[src/rtl/uart_pkg.sv]
// uart_pkg: register map, STATUS bit positions, FSM encodings and divisor floor for uart_mmio_fifo
package uart_pkg;
  localparam logic [1:0] REG_DATA   = 2'd0;
  localparam logic [1:0] REG_STATUS = 2'd1;
  localparam logic [1:0] REG_DIV    = 2'd2;
  localparam logic [1:0] REG_CTRL   = 2'd3;
  localparam int ST_TX_FULL   = 0;
  localparam int ST_TX_EMPTY  = 1;
  localparam int ST_RX_EMPTY  = 2;
  localparam int ST_RX_FULL   = 3;
  localparam int ST_RX_OVR    = 4;
  localparam int ST_FRAME_ERR = 5;
  localparam int ST_TX_DROP   = 6;
  localparam int ST_BUSY      = 9;
  localparam int MIN_DIV = 4;
  typedef enum logic [1:0] {TX_IDLE, TX_START, TX_DATA, TX_STOP} tx_state_e;
  typedef enum logic [2:0] {RX_IDLE, RX_START, RX_DATA, RX_STOP, RX_WAIT} rx_state_e;
endpackage

[src/rtl/sync_fifo.sv]
// sync_fifo: single-clock FIFO, extra pointer MSB separates full from empty
module sync_fifo #(
  parameter int WIDTH = 8,
  parameter int DEPTH = 8
) (
  input  logic             clk,
  input  logic             resetn,
  input  logic             i_push,
  input  logic [WIDTH-1:0] i_data,
  input  logic             i_pop,
  output logic             o_full,
  output logic             o_empty,
  output logic [WIDTH-1:0] o_head
);
  localparam int AW = $clog2(DEPTH);
  logic [AW:0]      r_wp;
  logic [AW:0]      r_rp;
  logic [WIDTH-1:0] r_mem [DEPTH];
  assign o_empty = r_wp == r_rp;
  assign o_full  = (r_wp[AW] != r_rp[AW]) && (r_wp[AW-1:0] == r_rp[AW-1:0]);
  assign o_head  = r_mem[r_rp[AW-1:0]];
  // pointer advance; callers never push into a full FIFO without a same-cycle pop
  always_ff @(posedge clk or negedge resetn) begin
    if (!resetn) begin
      r_wp <= '0;
      r_rp <= '0;
    end else begin
      if (i_push) r_wp <= r_wp + 1'b1;
      if (i_pop) r_rp <= r_rp + 1'b1;
    end
  end
  // storage write; a full push+pop overwrites the slot being read out this cycle
  always_ff @(posedge clk) begin
    if (i_push) r_mem[r_wp[AW-1:0]] <= i_data;
  end
endmodule

[src/rtl/uart_mmio_fifo.sv]
// uart_mmio_fifo: MMIO full-duplex UART with TX/RX FIFOs and programmable divisor; UART_LOOPBACK_EN adds CTRL.LOOPBACK
module uart_mmio_fifo
  import uart_pkg::*;
#(
  parameter int CLK_FREQ_HZ = 12000000,
  parameter int BAUD_RATE   = 9600,
  parameter int TX_DEPTH    = 8,
  parameter int RX_DEPTH    = 8,
  parameter int DIV_W       = 16
) (
  input  logic        clk,
  input  logic        resetn,
  input  logic        sel,
  input  logic [3:0]  mem_addr,
  input  logic [31:0] mem_wdata,
  input  logic [3:0]  mem_wmask,
  input  logic        mem_rstrb,
  output logic [31:0] mem_rdata,
  input  logic        rxd,
  output logic        txd,
  output logic        irq
);
  localparam logic [DIV_W-1:0] DIV_RST = DIV_W'(CLK_FREQ_HZ / BAUD_RATE);
  logic [1:0]       w_reg;
  logic             w_wr, w_data_wr, w_stat_wr, w_div_wr;
  logic [31:0]      w_div_m, w_status;
  logic [DIV_W-1:0] w_div_new;
  logic [DIV_W-1:0] r_div;
  logic             r_rx_ovr, r_frame_err, r_tx_drop;
  logic             w_tx_full, w_tx_empty, w_tx_push, w_tx_pop, w_tx_tick, w_tx_line;
  logic [7:0]       w_tx_head;
  tx_state_e        r_tx_st, w_tx_nxt;
  logic [DIV_W-1:0] r_tx_div, r_tx_cnt;
  logic [7:0]       r_tx_sh;
  logic [2:0]       r_tx_bit;
  logic             w_rx_full, w_rx_empty, w_rx_push, w_rx_pop, w_rx_done, w_ferr_set, w_ovr_set;
  logic             w_rx_in, w_rx_line, w_rx_fall, w_rx_tick, w_rx_mid;
  logic [7:0]       w_rx_head;
  logic [1:0]       r_rx_s;
  logic             r_rx_q;
  rx_state_e        r_rx_st, w_rx_nxt;
  logic [DIV_W-1:0] r_rx_div, r_rx_cnt;
  logic [7:0]       r_rx_sh;
  logic [2:0]       r_rx_bit;
  logic             w_ctrl;
  logic             w_unused;
  assign w_reg     = mem_addr[3:2];
  assign w_wr      = sel & |mem_wmask;
  assign w_data_wr = w_wr & mem_wmask[0] & (w_reg == REG_DATA);
  assign w_stat_wr = w_wr & mem_wmask[0] & (w_reg == REG_STATUS);
  assign w_div_wr  = w_wr & (w_reg == REG_DIV);
  assign w_tx_push = w_data_wr & !w_tx_full;
  assign w_rx_pop  = sel & mem_rstrb & (w_reg == REG_DATA) & !w_rx_empty;
  assign w_rx_push = w_rx_done & (!w_rx_full | w_rx_pop);
  assign w_ovr_set = w_rx_done & w_rx_full & !w_rx_pop;
  assign w_unused  = ^{mem_addr[1:0], w_div_m};
`ifdef UART_LOOPBACK_EN
  logic r_loop;
  // CTRL.LOOPBACK register
  always_ff @(posedge clk or negedge resetn) begin
    if (!resetn) r_loop <= 1'b0;
    else if (w_wr && mem_wmask[0] && w_reg == REG_CTRL) r_loop <= mem_wdata[0];
  end
  assign w_rx_in = r_loop ? w_tx_line : rxd;
  assign txd     = r_loop | w_tx_line;
  assign w_ctrl  = r_loop;
`else
  assign w_rx_in = rxd;
  assign txd     = w_tx_line;
  assign w_ctrl  = 1'b0;
`endif
  // merge byte lanes into the current divisor, then apply the floor
  always_comb begin
    w_div_m = 32'(r_div);
    for (int i = 0; i < 4; i++) w_div_m[8*i+:8] = mem_wmask[i] ? mem_wdata[8*i+:8] : w_div_m[8*i+:8];
    w_div_new = (w_div_m[DIV_W-1:0] < DIV_W'(MIN_DIV)) ? DIV_W'(MIN_DIV) : w_div_m[DIV_W-1:0];
  end
  // divisor register and sticky error flags (a same-cycle set beats a W1C clear)
  always_ff @(posedge clk or negedge resetn) begin
    if (!resetn) begin
      r_div       <= DIV_RST;
      r_rx_ovr    <= 1'b0;
      r_frame_err <= 1'b0;
      r_tx_drop   <= 1'b0;
    end else begin
      if (w_div_wr) r_div <= w_div_new;
      r_rx_ovr    <= w_ovr_set | (r_rx_ovr & !(w_stat_wr & mem_wdata[ST_RX_OVR]));
      r_frame_err <= w_ferr_set | (r_frame_err & !(w_stat_wr & mem_wdata[ST_FRAME_ERR]));
      r_tx_drop   <= (w_data_wr & w_tx_full) | (r_tx_drop & !(w_stat_wr & mem_wdata[ST_TX_DROP]));
    end
  end
  // status word and combinational read mux
  always_comb begin
    w_status = '0;
    w_status[ST_TX_FULL]   = w_tx_full;
    w_status[ST_TX_EMPTY]  = w_tx_empty;
    w_status[ST_RX_EMPTY]  = w_rx_empty;
    w_status[ST_RX_FULL]   = w_rx_full;
    w_status[ST_RX_OVR]    = r_rx_ovr;
    w_status[ST_FRAME_ERR] = r_frame_err;
    w_status[ST_TX_DROP]   = r_tx_drop;
    w_status[ST_BUSY]      = !w_tx_empty | (r_tx_st != TX_IDLE);
    mem_rdata = (w_reg == REG_DATA)   ? {23'b0, !w_rx_empty, w_rx_empty ? 8'h00 : w_rx_head} :
                (w_reg == REG_STATUS) ? w_status :
                (w_reg == REG_DIV)    ? 32'(r_div) : {31'b0, w_ctrl};
  end
  assign irq = !w_rx_empty | r_rx_ovr | r_frame_err | r_tx_drop;
  sync_fifo #(.WIDTH(8), .DEPTH(TX_DEPTH)) u_tx_fifo (
    .clk(clk), .resetn(resetn), .i_push(w_tx_push), .i_data(mem_wdata[7:0]), .i_pop(w_tx_pop),
    .o_full(w_tx_full), .o_empty(w_tx_empty), .o_head(w_tx_head)
  );
  sync_fifo #(.WIDTH(8), .DEPTH(RX_DEPTH)) u_rx_fifo (
    .clk(clk), .resetn(resetn), .i_push(w_rx_push), .i_data(r_rx_sh), .i_pop(w_rx_pop),
    .o_full(w_rx_full), .o_empty(w_rx_empty), .o_head(w_rx_head)
  );
  assign w_tx_tick = r_tx_cnt == r_tx_div - DIV_W'(1);
  // TX line level is decoded from state so an async reset forces it high at once
  always_comb begin
    w_tx_line = (r_tx_st == TX_START) ? 1'b0 : (r_tx_st == TX_DATA) ? r_tx_sh[r_tx_bit] : 1'b1;
  end
  // TX next state; each non-idle state lasts the divisor latched at frame start
  always_comb begin
    w_tx_nxt = r_tx_st;
    w_tx_pop = 1'b0;
    case (r_tx_st)
      TX_IDLE:  if (!w_tx_empty) begin w_tx_pop = 1'b1; w_tx_nxt = TX_START; end
      TX_START: if (w_tx_tick) w_tx_nxt = TX_DATA;
      TX_DATA:  if (w_tx_tick && r_tx_bit == 3'd7) w_tx_nxt = TX_STOP;
      TX_STOP:  if (w_tx_tick) w_tx_nxt = TX_IDLE;
      default:  w_tx_nxt = TX_IDLE;
    endcase
  end
  // TX state register
  always_ff @(posedge clk or negedge resetn) begin
    if (!resetn) r_tx_st <= TX_IDLE;
    else r_tx_st <= w_tx_nxt;
  end
  // TX shifter, bit timer and bit index
  always_ff @(posedge clk or negedge resetn) begin
    if (!resetn) begin
      r_tx_div <= DIV_RST;
      r_tx_cnt <= '0;
      r_tx_sh  <= '0;
      r_tx_bit <= '0;
    end else begin
      if (w_tx_pop) begin
        r_tx_sh  <= w_tx_head;
        r_tx_div <= r_div;
      end
      r_tx_cnt <= (r_tx_st == TX_IDLE || w_tx_tick) ? '0 : r_tx_cnt + DIV_W'(1);
      r_tx_bit <= (r_tx_st != TX_DATA) ? 3'd0 : w_tx_tick ? r_tx_bit + 3'd1 : r_tx_bit;
    end
  end
  // rxd synchroniser plus one delay stage for falling-edge detection
  always_ff @(posedge clk or negedge resetn) begin
    if (!resetn) begin
      r_rx_s <= 2'b11;
      r_rx_q <= 1'b1;
    end else begin
      r_rx_s <= {r_rx_s[0], w_rx_in};
      r_rx_q <= r_rx_s[1];
    end
  end
  assign w_rx_line = r_rx_s[1];
  assign w_rx_fall = r_rx_q & !w_rx_line;
  assign w_rx_tick = r_rx_cnt == r_rx_div - DIV_W'(1);
  assign w_rx_mid  = r_rx_cnt == (r_rx_div >> 1) - DIV_W'(1);
  // RX next state: start bit checked at half period, data/stop one full period apart
  always_comb begin
    w_rx_nxt   = r_rx_st;
    w_rx_done  = 1'b0;
    w_ferr_set = 1'b0;
    case (r_rx_st)
      RX_IDLE:  if (w_rx_fall) w_rx_nxt = RX_START;
      RX_START: if (w_rx_mid) w_rx_nxt = w_rx_line ? RX_IDLE : RX_DATA;
      RX_DATA:  if (w_rx_tick && r_rx_bit == 3'd7) w_rx_nxt = RX_STOP;
      RX_STOP:  if (w_rx_tick) begin
        w_rx_nxt   = w_rx_line ? RX_IDLE : RX_WAIT;
        w_rx_done  = w_rx_line;
        w_ferr_set = !w_rx_line;
      end
      RX_WAIT:  if (w_rx_line) w_rx_nxt = RX_IDLE;
      default:  w_rx_nxt = RX_IDLE;
    endcase
  end
  // RX state register
  always_ff @(posedge clk or negedge resetn) begin
    if (!resetn) r_rx_st <= RX_IDLE;
    else r_rx_st <= w_rx_nxt;
  end
  // RX shifter, bit timer and bit index
  always_ff @(posedge clk or negedge resetn) begin
    if (!resetn) begin
      r_rx_div <= DIV_RST;
      r_rx_cnt <= '0;
      r_rx_sh  <= '0;
      r_rx_bit <= '0;
    end else begin
      if (r_rx_st == RX_IDLE && w_rx_fall) r_rx_div <= r_div;
      r_rx_cnt <= (r_rx_st == RX_IDLE || w_rx_nxt != r_rx_st || w_rx_tick) ? '0 : r_rx_cnt + DIV_W'(1);
      if (r_rx_st == RX_DATA && w_rx_tick) begin
        r_rx_sh  <= {w_rx_line, r_rx_sh[7:1]};
        r_rx_bit <= r_rx_bit + 3'd1;
      end
    end
  end
endmodule

[config.mk]
export PLATFORM = sky130hd
export DESIGN_NAME = uart_mmio_fifo
export DESIGN_NICKNAME = d
export VERILOG_FILES = /design/src/rtl/uart_pkg.sv /design/src/rtl/sync_fifo.sv /design/src/rtl/uart_mmio_fifo.sv
export SDC_FILE = /design/constraint.sdc
export NUM_CORES = 1
export LEC_CHECK = 0
export CORE_MARGIN = 8
export CORE_UTILIZATION = 45
export DETAILED_ROUTE_END_ITERATION = 10
export PLACE_DENSITY_LB_ADDON = 0.2
export SYNTH_ARGS = -nofsm -noshare
export SYNTH_HDL_FRONTEND = slang
export SYNTH_HIERARCHICAL = 1
export SYNTH_SLANG_ARGS = --single-unit
[constraint.sdc]
create_clock -name clk -period 4.3 [get_ports clk]
set_clock_uncertainty 0.15 [all_clocks]
set_input_delay 0.43 -clock clk [delete_from_list [all_inputs] [get_ports clk]]
set_output_delay 0.43 -clock clk [all_outputs]
set_load 0.03 [all_outputs]
==> results of run 1 <==
[cells by family (layout without fill, tap and decap cells)]
logic type,count (synthesis),in the layout,synth area share
compound gates,101,101,0.0527
xor+xnor,101,101,0.0686
fa+ha+maj,18,18,0.0175
buf+inv,97,156,0.0403
flops,257,257,0.550
mux,117,117,0.140
other cells,1,16,0.000291
simple gates,308,308,0.130
[how the worst max path moves through the flow]
stage,slack [ns],to,from
6_report,0.33,u_rx_fifo/r_mem[7][3],r_rx_div[2]
3_3_place_gp,0.41,u_rx_fifo/r_mem[7][0],r_rx_div[3]
2_1_floorplan,0.25,u_rx_fifo/r_mem[0][0],r_rx_div[2]
4_1_cts,0.29,u_rx_fifo/r_mem[7][3],r_rx_div[2]
3_5_place_dp,0.31,u_rx_fifo/r_mem[7][0],r_rx_div[2]
5_1_grt,0.06,u_rx_fifo/r_mem[7][1],r_rx_div[2]
[cell type report]
class / instances / area, sq um / area share
flip-flops and latches: 257 / 7090 / 0.485
clock buffers: 35 / 737 / 0.0504
inverters: 25 / 93.8 / 0.00642
repair buffers: 82 / 729 / 0.0499
multi-input cells: 661 / 5340 / 0.365
well taps: 384 / 480 / 0.0329
clock inverters: 14 / 145 / 0.00993
[per-layer routing]
metal | share of wire | wire length [um] | up-vias
li1 | - | - | 3796
met1 | 0.46 | 12500 | 3984
met2 | 0.49 | 13200 | 101
met3 | 0.026 | 705 | 44
met4 | 0.028 | 759 | 0
met5 | 0 | 0 | -
[flip-flops by register name (all words and copies together), names as in the netlist, 16 cells and up]
signal           count
u_rx_fifo/r_mem     64
u_tx_fifo/r_mem     64
r_tx_div            16
r_rx_cnt            16
r_div               16
r_rx_div            16
r_tx_cnt            16
[stage by stage]
stage	area [sq um]	hold slack [ns]	total power, uW
final	14600	0.144	8790
after global routing	14600	0.137	9330
after CTS	14600	0.118	8890
after detailed placement	13700	0.197	6530
after global placement	13700	0.196	6470
after floorplan	12900	-0.0156	5810
[power by group through the flow]
stage	clock [uW]	combinational, uW	sequential, uW
final	2330	2950	3510
after global routing	2490	3250	3580
after CTS	2390	2990	3500
after detailed placement	0	2980	3550
after global placement	0	2940	3540
after floorplan	0	2580	3230
[cell usage after synthesis, types with 8 or more instances]
cell type	instances	area share
nand3_1	33	0.013
dfstp_2	18	0.037
xnor2_1	53	0.036
a21oi_1	17	0.0066
buf_2	11	0.0043
and3_1	10	0.0049
nor4_1	16	0.0078
nand3b_1	9	0.0052
nor3_1	37	0.014
nand2b_1	11	0.0053
mux4_1	18	0.037
buf_4	17	0.0099
o21ai_0	27	0.010
and2_1	9	0.0044
mux4_2	16	0.028
nand2_1	54	0.016
nor2_1	64	0.019
mux2_2	60	0.052
edfxtp_1	128	0.30
ha_1	18	0.017
inv_1	25	0.0073
clkbuf_1	35	0.010
dfrtp_1	111	0.22
mux2i_1	8	0.0062
nand4_1	17	0.0082
xor2_1	48	0.033
nor2b_1	9	0.0044
a22oi_1	8	0.0047
mux2_4	14	0.016
==> impl_metrics.json, run 1 <==
{
  "outcome": "finished clean",
  "relSlewSlack": 0.429,
  "path_clk_slew_ns": 0.06,
  "setup_violations": 0,
  "async_flop_share": 0.502,
  "first_pass_iters": 5,
  "cts_buffer_depth": 3,
  "drive_above_1_share": 0.187,
  "tightest_slew_ns": 0.849,
  "htree_num_levels": 1,
  "std_cell_rows": 62,
  "setup.worst_path.class": "reg -> reg",
  "rsz0062_at_grt": "no",
  "path_delay_family": "simple AND/OR/NAND/NOR gates",
  "cts_resized": 0,
  "grt_util_met2": 0.268,
  "dp_cells": 1408,
  "yosys_warnings": 6,
  "power_density_mw_per_mm2": 602,
  "grt.total_usage": 0.161,
  "cts_tree": "built",
  "root_buffer": "clkbuf_16",
  "gp_congestion": 0.878,
  "min_from": "rxd",
  "syn2layout_area_growth_pct": 13.4,
  "fin_nets": 1117,
  "sw_frac_of_total": 0.336,
  "max-cap-violations": 0,
  "grt_overflow": 0,
  "synth_area_sq_mm": 0.0129,
  "clock_latency_ns": 0.54,
  "layout_commonest_cell": "edfxtp_1",
  "sequentialPowerShare": 0.399,
  "vias_per_cell": 5.44,
  "syn_area_per_cell_sq_um": 12.9,
  "antenna_found_initial": 0,
  "power.internal_uw": 5840,
  "final_antenna_net_count": 0,
  "drv_slew": 0,
  "fin_cells": 1458,
  "r2r_cells": 12,
  "comb_power_share": 0.336,
  "crit_cells": 12,
  "fin_crit_ns": 3.97,
  "io_pins": 79,
  "period_share": 0.924,
  "diodes": 0,
  "worst_hold_path.num_cells": 1,
  "power_switching_uw": 2960,
  "drcViolationCount": 0,
  "portBuffers": 44,
  "ys_ff_latch": 257,
  "pwr-share-clk": 0.265,
  "ys_types": 76,
  "wl_mm": 27.1,
  "pre_cts_ws_ns": 0.313,
  "final_cell_mix": "edfxtp_1 (128), dfrtp_1 (111), nor2_1 (64), mux2_2 (60), nand2_1 (54)",
  "grtUsageMet3": 0.0194,
  "setup_ws_ns": 0.326,
  "crit_path_max_fanout": 8,
  "dp_hpwl_mm": 19.2,
  "cp.arrival_ns": 4.03,
  "die_area_sq_mm": 0.0343,
  "cts.sinks": 257,
  "postCtsSetupRepairBufs": 0,
  "startpoint_type": "flip-flop",
  "synth_edf_count": 128,
  "vias": 7925,
  "grt-busiest-layer": "met2",
  "core_area_sq_mm": 0.0285,
  "fmax_mhz": 252,
  "cts_hold_buf": 1,
  "grt_util_met1": 0.220,
  "r2r_slack_ns": 0.33,
  "grt_max_degree": 88,
  "min_to": "r_rx_s[0]",
  "ir_drop_mv": 0.324,
  "die_x_um": 185,
  "synth-seq-area-share": 0.550,
  "final-hold-violation-count": 0,
  "grt_pass1_wl_mm": 43.8,
  "die_h_um": 185,
  "cpPeakStageDelay_ns": 0.55,
  "setup_tns_ns": 0,
  "path_cells": "inv_1, ha_1, or4b_1, nor4_1, mux2i_1, a31oi_1, a21oi_1, and4_1, nand3b_1, nor2_1, nand4_1, inv_1",
  "slowest_stage": "or4b_1",
  "hp-class": "in -> reg",
  "worst-path-buf-inv": 2,
  "avgRoutedWirePerCell_um": 18.6,
  "first_global_vias": 7896,
  "reg2reg_to": "u_rx_fifo/r_mem[7][3]",
  "synthFlopType": "edfxtp_1",
  "p_leak_uw": 0.00560,
  "critical_path.most_common_cell": "inv_1",
  "drt_iter0_drc": 473,
  "crit_required_ns": 4.35,
  "initial_core_util": 0.453,
  "final_core_util": 0.513,
  "postSynthCellCount": 1000,
  "cts_buffers": 27,
  "nFillCells": 2492,
  "r2r-start": "r_rx_div[2]",
  "critical_path.endpoint_type": "flip-flop"
}
Note: power is estimated with default switching activity, not from simulation.
==> run 2, diff against run 1 <==
HOLD_SLACK_MARGIN = 0.08   (was unset)
clock period = 5 ns   (was 4.3 ns; I/O delays follow)
==> run 2 against run 1 <==
  * Core utilization is 0.32 points lower
  * Clock power fell by 13%
  * Die area stayed put
  * Combinational power is 16% lower
  * Global-route usage shrank 0.23 points
  * First-iteration DRC count shrank 7.8%
  * Worst setup slack better by 0.41 ns
  * Count of clock-buffer cells in the layout down 5
  * Non-clock buffer count fell by 16
  * Cell area decreased by 0.62%
==> impl_metrics.json, run 2 (synthesis results as in run 1) <==
{
  "outcome": "finished clean",
  "die_h_um": 185,
  "portBuffers": 44,
  "grt_overflow": 0,
  "cts.sinks": 257,
  "die_area_sq_mm": 0.0343,
  "relSlewSlack": 0.344,
  "startpoint_type": "flip-flop",
  "nFillCells": 2521,
  "ir_drop_mv": 0.323,
  "cts_buffers": 27,
  "hp-class": "reg -> reg",
  "tightest_slew_ns": 0.975,
  "antenna_found_initial": 0,
  "vias": 7749,
  "setup_ws_ns": 0.738,
  "grt_pass1_wl_mm": 43.1,
  "clock_latency_ns": 0.54,
  "holdWs_ns": 0.206,
  "crit_path_max_fanout": 8,
  "p_total_uw": 7540,
  "fmax_mhz": 235,
  "cts_tree": "built",
  "power_density_mw_per_mm2": 519,
  "cts_buffer_depth": 3,
  "dp_hpwl_mm": 18.9,
  "setup_tns_ns": 0,
  "std_cell_rows": 62,
  "gp_congestion": 0.828,
  "max-cap-violations": 0,
  "pre_cts_ws_ns": 0.739,
  "crit_required_ns": 5.04,
  "avgRoutedWirePerCell_um": 18.6,
  "dp_cells": 1392,
  "final-hold-violation-count": 0,
  "p_leak_uw": 0.00554,
  "postCtsSetupRepairBufs": 0,
  "diodes": 0,
  "setup.worst_path.class": "reg -> reg",
  "drive_above_1_share": 0.185,
  "drt_iter0_drc": 436,
  "wl_mm": 26.8,
  "cp.arrival_ns": 4.30,
  "cts_resized": 0,
  "core_area_sq_mm": 0.0285,
  "fin_nets": 1101,
  "syn2layout_area_growth_pct": 12.7,
  "final_cell_mix": "edfxtp_1 (128), dfrtp_1 (111), nor2_1 (64), mux2_2 (60), nand2_1 (54)",
  "htree_num_levels": 1,
  "first_global_vias": 7810,
  "path_clk_slew_ns": 0.06,
  "rsz0062_at_grt": "no",
  "first_pass_iters": 6,
  "period_share": 0.852,
  "grt_max_degree": 90,
  "fin_cells": 1442,
  "drcViolationCount": 0,
  "layout_commonest_cell": "edfxtp_1",
  "fin_crit_ns": 4.26,
  "vias_per_cell": 5.37,
  "critical_path.endpoint_type": "flip-flop",
  "final_antenna_net_count": 0,
  "die_x_um": 185,
  "cts_hold_buf": 1,
  "setup_violations": 0,
  "drv_slew": 0,
  "io_pins": 79,
  "initial_core_util": 0.453,
  "grt.total_usage": 0.159,
  "root_buffer": "clkbuf_16"
}
-- run 2: cell types whose count changed in the layout (fill, tap and decap cells not counted), sizes merged --
| cell | change |
|---|---|
| clkinv | +2 |
| buf | -16 |
| clkinvlp | +3 |
| clkbuf | -5 |
-- run 2: report_power, final --
group | leakage, uW | internal [uW] | switching [uW] | total (uW)
Clock | 0.000439 | 1200 | 828 | 2030
Sequential | 0.00280 | 2540 | 494 | 3030
Combinational | 0.00230 | 1260 | 1220 | 2480
Total | 0.00554 | 5000 | 2540 | 7540
-- run 2: routing by layer --
layer  part of all wire  GRT usage  wire length [um]
met1               0.47      0.214             12600
met2               0.48      0.267             12900
met3              0.027     0.0224               713
met4              0.021     0.0375               560
met5                  0          0                 0
-- run 2: metrics by stage --
stage / utilization / cell area [sq um]
floorplan: - / 12900
global placement: 0.478 / 13600
detailed placement: 0.478 / 13600
CTS: 0.510 / 14500
global route: 0.510 / 14500
finish: 0.510 / 14500
-- run 2: worst paths after layout --
kind                       cells past startpoint  slack [ns]   startpoint                    end
min                                            0        0.21    r_rx_s[0]              r_rx_s[1]
min in group asynchronous                      2        0.43       resetn             r_tx_sh[2]
max reg2reg                                   12        0.74  r_rx_div[2]  u_rx_fifo/r_mem[7][0]
min reg2reg                                    0        0.21    r_rx_s[0]              r_rx_s[1]
max in group asynchronous                      3        3.13       resetn            r_rx_div[7]
max                                           12        0.74  r_rx_div[2]  u_rx_fifo/r_mem[7][0]
-- run 2: final cells by class --
type | instances | area (sq um) | area share
clock buffer | 30 | 728 | 0.0501
multi-input combinational | 661 | 5340 | 0.367
tap | 384 | 480 | 0.0331
timing repair buffer | 66 | 609 | 0.0419
clock inverter | 19 | 184 | 0.0127
inverter | 25 | 93.8 | 0.00646
sequential | 257 | 7090 | 0.488
-- run 2: critical path, cell delays in order, from the launching register on --
cell	delay, ns
dfrtp_1	0.44
inv_1	0.12
ha_1	0.34
or4b_1	0.57
nor4_1	0.31
mux2i_1	0.22
a31oi_1	0.07
a21oi_1	0.25
and4_1	0.35
nand3b_1	0.18
nor2_1	0.39
nand4_1	0.19
inv_1	0.33
==> run 3, diff against run 2 <==
GPL_ROUTABILITY_DRIVEN = 0   (was unset)
==> results of run 3 <==
The final DEF is identical to that of run 2; final timing and power are the same.
